[src/rtl/dmem_pkg.sv]
// Shared types and constants for the jacaranda-8 data-memory access controller.
package dmem_pkg;

    localparam int unsigned ADDR_W = 8;
    localparam int unsigned DATA_W = 8;

    // Host request FIFO entry layout: {we, addr, wdata}
    localparam int unsigned WE_BIT   = 16;
    localparam int unsigned ADDR_MSB = 15;
    localparam int unsigned ADDR_LSB = 8;
    localparam int unsigned DATA_MSB = 7;
    localparam int unsigned DATA_LSB = 0;
    localparam int unsigned ENTRY_W  = 17;

    localparam int unsigned DEFAULT_DEPTH        = 4;
    localparam int unsigned DEFAULT_STARVE_LIMIT = 8;
    localparam int unsigned WAIT_W               = 4;

    typedef struct packed {
        logic              we;
        logic [ADDR_W-1:0] addr;
        logic [DATA_W-1:0] wdata;
    } host_req_t;

    typedef enum logic [1:0] {
        GNT_IDLE,
        GNT_CPU,
        GNT_HOST
    } grant_e;

endpackage

[src/rtl/dmem_access_ctrl_if.sv]
// Host request/response channel between the Caravel bridge and the access controller.
interface dmem_access_ctrl_if;
    import dmem_pkg::*;

    logic              host_valid;
    logic              host_ready;
    logic              host_we;
    logic [ADDR_W-1:0] host_addr;
    logic [DATA_W-1:0] host_wdata;
    logic              host_rvalid;
    logic [DATA_W-1:0] host_rdata;

    modport master (
        output host_valid, host_we, host_addr, host_wdata,
        input  host_ready, host_rvalid, host_rdata
    );

    modport slave (
        input  host_valid, host_we, host_addr, host_wdata,
        output host_ready, host_rvalid, host_rdata
    );

endinterface

[src/rtl/host_req_fifo.sv]
// Synchronous request FIFO with a count-based full flag; head is valid whenever !empty.
module host_req_fifo #(
    parameter int unsigned DEPTH = 4,
    parameter int unsigned WIDTH = 17
) (
    input  logic             clock,
    input  logic             reset,
    input  logic             push,
    input  logic [WIDTH-1:0] push_data,
    input  logic             pop,
    output logic             full,
    output logic             empty,
    output logic [WIDTH-1:0] head_data
);

    localparam int unsigned PTR_W = $clog2(DEPTH);
    localparam int unsigned CNT_W = PTR_W + 1;

    logic [WIDTH-1:0] storage [DEPTH];
    logic [PTR_W-1:0] wr_ptr;
    logic [PTR_W-1:0] rd_ptr;
    logic [CNT_W-1:0] count;
    logic             do_push;
    logic             do_pop;

    assign full      = (count == CNT_W'(DEPTH));
    assign empty     = (count == '0);
    assign do_push   = push && !full;
    assign do_pop    = pop && !empty;
    assign head_data = storage[rd_ptr];

    // Pointers wrap naturally because DEPTH is a power of two
    always_ff @(posedge clock or posedge reset) begin
        if (reset) begin
            wr_ptr <= '0;
            rd_ptr <= '0;
            count  <= '0;
        end else begin
            if (do_push) wr_ptr <= wr_ptr + PTR_W'(1);
            if (do_pop)  rd_ptr <= rd_ptr + PTR_W'(1);
            case ({do_push, do_pop})
                2'b10:   count <= count + CNT_W'(1);
                2'b01:   count <= count - CNT_W'(1);
                default: count <= count;
            endcase
        end
    end

    always_ff @(posedge clock) begin
        if (do_push) storage[wr_ptr] <= push_data;
    end

endmodule

[src/rtl/dmem_access_ctrl.sv]
// Single-port data-memory arbiter: CPU has priority, buffered host requests are
// forced through after STARVE_LIMIT denied cycles.
module dmem_access_ctrl
    import dmem_pkg::*;
#(
    parameter int unsigned DEPTH        = DEFAULT_DEPTH,
    parameter int unsigned STARVE_LIMIT = DEFAULT_STARVE_LIMIT
) (
    input  logic              clock,
    input  logic              reset,
    input  logic [ADDR_W-1:0] cpu_addr,
    input  logic [DATA_W-1:0] cpu_w_data,
    input  logic              cpu_w_en,
    input  logic              cpu_r_en,
    output logic [DATA_W-1:0] cpu_r_data,
    output logic              cpu_stall,
    dmem_access_ctrl_if.slave host,
    output logic [ADDR_W-1:0] mem_addr,
    output logic [DATA_W-1:0] mem_w_data,
    output logic              mem_w_en,
    input  logic [DATA_W-1:0] mem_r_data
);

    host_req_t          push_entry;
    host_req_t          head;
    logic [ENTRY_W-1:0] head_bits;
    logic               fifo_full;
    logic               fifo_empty;
    logic               fifo_push;
    logic               fifo_pop;
    logic               cpu_req;
    logic               force_host;
    grant_e             grant;
    logic [WAIT_W-1:0]  wait_cnt;
    logic               rsp_valid;
    logic [DATA_W-1:0]  rsp_data;
    logic               host_read_gnt;

    assign push_entry = '{we: host.host_we, addr: host.host_addr, wdata: host.host_wdata};
    assign fifo_push  = host.host_valid && !fifo_full;
    assign fifo_pop   = (grant == GNT_HOST);
    assign head       = host_req_t'(head_bits);

    host_req_fifo #(
        .DEPTH (DEPTH),
        .WIDTH (ENTRY_W)
    ) u_fifo (
        .clock     (clock),
        .reset     (reset),
        .push      (fifo_push),
        .push_data (push_entry),
        .pop       (fifo_pop),
        .full      (fifo_full),
        .empty     (fifo_empty),
        .head_data (head_bits)
    );

    assign host.host_ready  = !fifo_full;
    assign host.host_rvalid = rsp_valid;
    assign host.host_rdata  = rsp_data;
    assign cpu_r_data       = mem_r_data;

    // Grant: a starved host head preempts the CPU for exactly one cycle
    always_comb begin
        grant      = GNT_IDLE;
        cpu_stall  = 1'b0;
        cpu_req    = cpu_r_en | cpu_w_en;
        force_host = !fifo_empty && (wait_cnt == WAIT_W'(STARVE_LIMIT));
        if (force_host) begin
            grant     = GNT_HOST;
            cpu_stall = 1'b1;
        end else if (cpu_req) begin
            grant = GNT_CPU;
        end else if (!fifo_empty) begin
            grant = GNT_HOST;
        end
    end

    // Memory port mux; writes are suppressed while reset is held
    always_comb begin
        mem_addr   = cpu_addr;
        mem_w_data = cpu_w_data;
        mem_w_en   = 1'b0;
        case (grant)
            GNT_CPU:  mem_w_en = cpu_w_en;
            GNT_HOST: begin
                mem_addr   = head.addr;
                mem_w_data = head.wdata;
                mem_w_en   = head.we;
            end
            default:  mem_w_en = 1'b0;
        endcase
        if (reset) mem_w_en = 1'b0;
    end

    always_ff @(posedge clock or posedge reset) begin
        if (reset) begin
            wait_cnt <= '0;
        end else if (fifo_empty || grant == GNT_HOST) begin
            wait_cnt <= '0;
        end else if (wait_cnt != WAIT_W'(STARVE_LIMIT)) begin
            wait_cnt <= wait_cnt + WAIT_W'(1);
        end
    end

    assign host_read_gnt = (grant == GNT_HOST) && !head.we;

    // Read data is captured at the grant edge and presented for one cycle
    always_ff @(posedge clock or posedge reset) begin
        if (reset) begin
            rsp_valid <= 1'b0;
            rsp_data  <= '0;
        end else begin
            rsp_valid <= host_read_gnt;
            if (host_read_gnt) rsp_data <= mem_r_data;
        end
    end

endmodule

[src/flat_wrapper.sv]
// flat-port wrapper written by rule: the top's interface ports become plain ports
module dmem_access_ctrl_flat import dmem_pkg::*;
#(
    parameter int unsigned DEPTH        = DEFAULT_DEPTH,
    parameter int unsigned STARVE_LIMIT = DEFAULT_STARVE_LIMIT
)
  (clock, reset, cpu_addr, cpu_w_data, cpu_w_en, cpu_r_en, cpu_r_data, cpu_stall, mem_addr, mem_w_data, mem_w_en, mem_r_data, host_host_valid, host_host_we, host_host_addr, host_host_wdata, host_host_ready, host_host_rvalid, host_host_rdata);
  dmem_access_ctrl_if host_i ();
  input  logic clock;
  input  logic reset;
  input  logic [ADDR_W-1:0] cpu_addr;
  input  logic [DATA_W-1:0] cpu_w_data;
  input  logic cpu_w_en;
  input  logic cpu_r_en;
  output logic [DATA_W-1:0] cpu_r_data;
  output logic cpu_stall;
  output logic [ADDR_W-1:0] mem_addr;
  output logic [DATA_W-1:0] mem_w_data;
  output logic mem_w_en;
  input  logic [DATA_W-1:0] mem_r_data;
  input wire logic [$bits(host_i.host_valid)-1:0] host_host_valid;
  input wire logic [$bits(host_i.host_we)-1:0] host_host_we;
  input wire logic [$bits(host_i.host_addr)-1:0] host_host_addr;
  input wire logic [$bits(host_i.host_wdata)-1:0] host_host_wdata;
  output wire logic [$bits(host_i.host_ready)-1:0] host_host_ready;
  output wire logic [$bits(host_i.host_rvalid)-1:0] host_host_rvalid;
  output wire logic [$bits(host_i.host_rdata)-1:0] host_host_rdata;
  assign host_i.host_valid = host_host_valid;
  assign host_i.host_we = host_host_we;
  assign host_i.host_addr = host_host_addr;
  assign host_i.host_wdata = host_host_wdata;
  assign host_host_ready = host_i.host_ready;
  assign host_host_rvalid = host_i.host_rvalid;
  assign host_host_rdata = host_i.host_rdata;
  dmem_access_ctrl #(.DEPTH(DEPTH), .STARVE_LIMIT(STARVE_LIMIT)) u_core (.clock(clock), .reset(reset), .cpu_addr(cpu_addr), .cpu_w_data(cpu_w_data), .cpu_w_en(cpu_w_en), .cpu_r_en(cpu_r_en), .cpu_r_data(cpu_r_data), .cpu_stall(cpu_stall), .host(host_i), .mem_addr(mem_addr), .mem_w_data(mem_w_data), .mem_w_en(mem_w_en), .mem_r_data(mem_r_data));
endmodule
[config.mk]
export PLATFORM = sky130hd
export DESIGN_NAME = dmem_access_ctrl_flat
export DESIGN_NICKNAME = d
export VERILOG_FILES = /design/src/rtl/dmem_pkg.sv /design/src/rtl/dmem_access_ctrl_if.sv /design/src/rtl/host_req_fifo.sv /design/src/rtl/dmem_access_ctrl.sv /design/src/flat_wrapper.sv
export SDC_FILE = /design/constraint.sdc
export NUM_CORES = 1
export LEC_CHECK = 0
export ABC_AREA = 1
export CAP_MARGIN = 10
export CORE_MARGIN = 1.5
export CORE_UTILIZATION = 56
export CTS_CLUSTER_DIAMETER = 60
export DETAILED_ROUTE_END_ITERATION = 12
export PLACE_DENSITY = 0.85
export SLEW_MARGIN = 20
export SYNTH_ARGS = -nofsm -noshare
export SYNTH_HDL_FRONTEND = slang
export SYNTH_HIERARCHICAL = 1
export SYNTH_SLANG_ARGS = --single-unit
[constraint.sdc]
create_clock -name clock -period 7.7 [get_ports clock]
set_clock_uncertainty 0.2 [all_clocks]
set_input_delay 1.54 -clock clock [delete_from_list [all_inputs] [get_ports clock]]
set_output_delay 1.54 -clock clock [all_outputs]
set_load 0.01 [all_outputs]
==> flow_metrics.env <==
export IMPL_initial_core_util_pct=57.3
export IMPL_diodes=0
export IMPL_gp_congestion=0.720
export IMPL_clock_latency_ns=0.35
export IMPL_critical_path_slowest_cell="ha_2"
export IMPL_drive_gt1_share_pct=7.72
export IMPL_coreArea_um2=7210
export IMPL_synth_top_family_by_area="simple AND/OR/NAND/NOR gates"
export IMPL_min_to="u_core/host.host_rdata[4]"
export IMPL_critical_path_max_stage_delay_ns=0.59
export IMPL_reg2reg_slack_ns=4.34
export IMPL_vias=2855
export IMPL_path_class="in -> out"
export IMPL_rsz0062_at_grt="false"
export IMPL_fin_setup_tns_ns=0
export IMPL_dp_hpwl_um=5010
export IMPL_synthSimpleGateAreaFrac_pct=14.2
export IMPL_grt_use_total_pct=21.3
export IMPL_p_per_area_nw_per_um2=306
export IMPL_dp_cells=562
export IMPL_timing_fmax_mhz=181
export IMPL_dp_slack_ns=1.79
export IMPL_drc=0
export IMPL_io_buffers=81
export IMPL_maxSlewHeadroom_pct=30.9
export IMPL_place_area_um2=4940
export IMPL_wl_um=7700
export IMPL_cts_tree="yes"
export IMPL_ys_seq_area_share_pct=61.5
export IMPL_timing_rr_end="u_core/u_fifo/count[2]"
export IMPL_hold_start="u_core/host.host_rdata[4]"
export IMPL_synth_area_um2=4140
export IMPL_area_delta_synth_final_pct=23.6
export IMPL_overflow=0
export IMPL_setup_viol=0
export IMPL_h_tree_depth=3
export IMPL_power_mw=1.57
export IMPL_num_rows=31
export IMPL_clk_pin_slew_ns=0.09
export IMPL_cts_buffer_depth=2
export IMPL_arrival_ns=3.80
export IMPL_hold_depth=2
export IMPL_cap_violations=0
export IMPL_dr_first_iter_drc_count=211
export IMPL_ys_ff_latch=88
export IMPL_leakagePower_nw=2.22
export IMPL_dieArea_um2=7910
export IMPL_cp_common_cell="clkdlybuf4s50_1"
export IMPL_worstMarginPinSlew_ns=1.04
export IMPL_ioPinCount=82
export IMPL_status="finished clean"
export IMPL_final_cells=578
export IMPL_drt_pass1_iter_count=4
export IMPL_start_kind="input pin"
export IMPL_cts_root_buffer="clkbuf_8"
export IMPL_post_route_min_period_ns=5.54
export IMPL_hp_class="reg -> reg"
export IMPL_fin_ws_ns=2.16
export IMPL_cp_data_required_time_ns=5.96
export IMPL_synth_xor_area_share_pct=0.423
export IMPL_final_nets=531
export IMPL_crit_path_end_kind="output port"
export IMPL_cts_hold_buf=0
export IMPL_postRouteAntennaNets=0
export IMPL_cts_sinks=88
export IMPL_slew_viol_final=0
export IMPL_grt_start_max_net_pins=70
export IMPL_syn_area_per_cell_um2=10.3
export IMPL_synth_warnings=6
export IMPL_synth_adder_area_share_pct=3.51
export IMPL_vdd_ir_drop_max_v=0.000145
export IMPL_path_max_fanout=33
export IMPL_synthesis_nets=459
export IMPL_grt_pass1_wl_um=12400
export IMPL_drt_vias_per_instance=4.94
export IMPL_numCtsBuffers=9
export IMPL_fin_hold_ws_ns=0.290
export IMPL_fp_dieW_um=88.9
export IMPL_r2r_cells=15
export IMPL_die_h_um=88.9
export IMPL_crit_reg2reg_launch="u_core/wait_cnt[0]"
export IMPL_post_cts_resized=0
export IMPL_antenna_found_initial=0
export IMPL_fin_crit_sh_pct=71.9
export IMPL_synthCells=402
export IMPL_wl_per_cell_um=13.3
export IMPL_post_cts_buffers=0
export IMPL_yosys_cell_types_count=23
export IMPL_grt_pass1_vias=2709
export IMPL_crit_buf_inv=3
export IMPL_synth_compound_area_share_pct=9.68
export IMPL_muxShareOfSynthArea_pct=0
export IMPL_crit_family="buffers and inverters"
export IMPL_final_util_pct=70.9
export IMPL_fin_area_um2=5110
export IMPL_cp_cell_sequence="clkdlybuf4s50_1 > nor2_1 > inv_1 > a21oi_1 > ha_2 > nand2_1 > o21ai_0 > clkdlybuf4s50_1"
export IMPL_final_hold_violation_count=0
==> worst register-to-register path: stages, from the launching register on <==
cell and delay, ns:
dfrtp_1 0.42, inv_1 0.09, ha_1 0.19, nand3_2 0.16, o21ai_0 0.31, ha_2 0.61
buf_4 0.24, nand2_1 0.07, inv_1 0.07, ha_1 0.15, inv_1 0.07, fa_1 0.38
nand2_1 0.11, nand3_1 0.07, nand2_1 0.06, nand2_1 0.04
==> cell usage after synthesis <==
| cell type | instances | area [um^2] |
|---|---|---|
| nand2_1 | 116 | 435 |
| inv_1 | 76 | 285 |
| edfxtp_1 | 68 | 2040 |
| o211ai_1 | 25 | 188 |
| dfrtp_1 | 20 | 500 |
| o21ai_0 | 18 | 90.1 |
| nor2_1 | 13 | 48.8 |
| nand3_1 | 12 | 60.1 |
| buf_4 | 10 | 75.1 |
| ha_1 | 10 | 125 |
| o211ai_2 | 9 | 113 |
| buf_2 | 7 | 35.0 |
| buf_6 | 3 | 33.8 |
| inv_2 | 3 | 11.3 |
| a21oi_1 | 2 | 10.0 |
| nor2_2 | 2 | 12.5 |
| xnor2_1 | 2 | 17.5 |
| clkbuf_2 | 1 | 5.00 |
| fa_1 | 1 | 20.0 |
| nand2_2 | 1 | 6.26 |
| nand3_2 | 1 | 10.0 |
| nand4_1 | 1 | 6.26 |
| or2_2 | 1 | 6.26 |
==> sequential cells by signal (all words and copies together), names as in the netlist <==
signal and flops:
u_core/host.host_rdata 8, u_core/u_fifo/storage 68, u_core/u_fifo/count 3, u_core/u_fifo/wr_ptr 2
u_core/wait_cnt 4, u_core/u_fifo/rd_ptr 2, u_core/host.host_rvalid 1
==> placed cells by master, fill, tap and decap left out <==
master	n
ha_2	1
edfxtp_1	68
clkinvlp_4	1
ha_1	9
fa_1	1
a21oi_1	2
xnor2_1	2
o211ai_1	25
dfrtp_1	20
nor2_2	6
clkbuf_8	9
nor2_1	9
nand4_1	1
inv_1	76
clkdlybuf4s50_1	81
nand2_2	1
clkinv_2	2
nand2_1	116
inv_2	2
clkinv_4	1
nand3_1	12
clkbuf_1	1
or2_2	1
nand3_2	1
inv_6	2
buf_4	1
clkinv_1	1
o21ai_0	18
o211ai_2	9
==> cell families after synthesis <==
group,Yosys count
and+or+nand+nor,147
buffers and inverters,100
DFF,88
AOI/OAI and AO/OA,54
adders and majority gates,11
xor gates and xnor gates,2
==> per-layer routing <==
metal	share of wire [%]	wire [um]	global-route usage (%)
met4	1.3	101	9.93
met2	51	3950	36.4
met1	44	3350	26.9
met5	0	0	0
met3	3.9	298	3.42
==> cell type report <==
class / count / area [um^2]
Sequential cell: 88 / 2540
Fill cell: 524 / 2100
Multi-Input combinational cell: 214 / 1160
Timing Repair Buffer: 82 / 818
Inverter: 79 / 298
Clock buffer: 10 / 128
Tap cell: 99 / 124
Clock inverter: 6 / 42.5
==> how the worst max path moves through the flow <==
stage / startpoint / end / slack (ns) / cells past startpoint
after floorplan: cpu_r_en / mem_w_en / 3.37 / 7
after global placement: cpu_w_en / mem_w_data[1] / 1.90 / 8
after detailed placement: cpu_w_en / mem_w_data[4] / 1.79 / 7
after CTS: cpu_w_en / mem_w_data[0] / 1.80 / 8
after global routing: cpu_w_en / mem_w_data[1] / 1.92 / 8
final: cpu_w_en / mem_w_data[4] / 2.16 / 8
==> power breakdown <==
group	total, mW	switching, mW	internal, mW	leakage [nW]
clock	0.278	0.159	0.119	0.0847
sequential	0.713	0.0709	0.643	0.874
combinational	0.575	0.345	0.230	1.27
total	1.57	0.575	0.991	2.22
(Power assumes the default switching activity.)
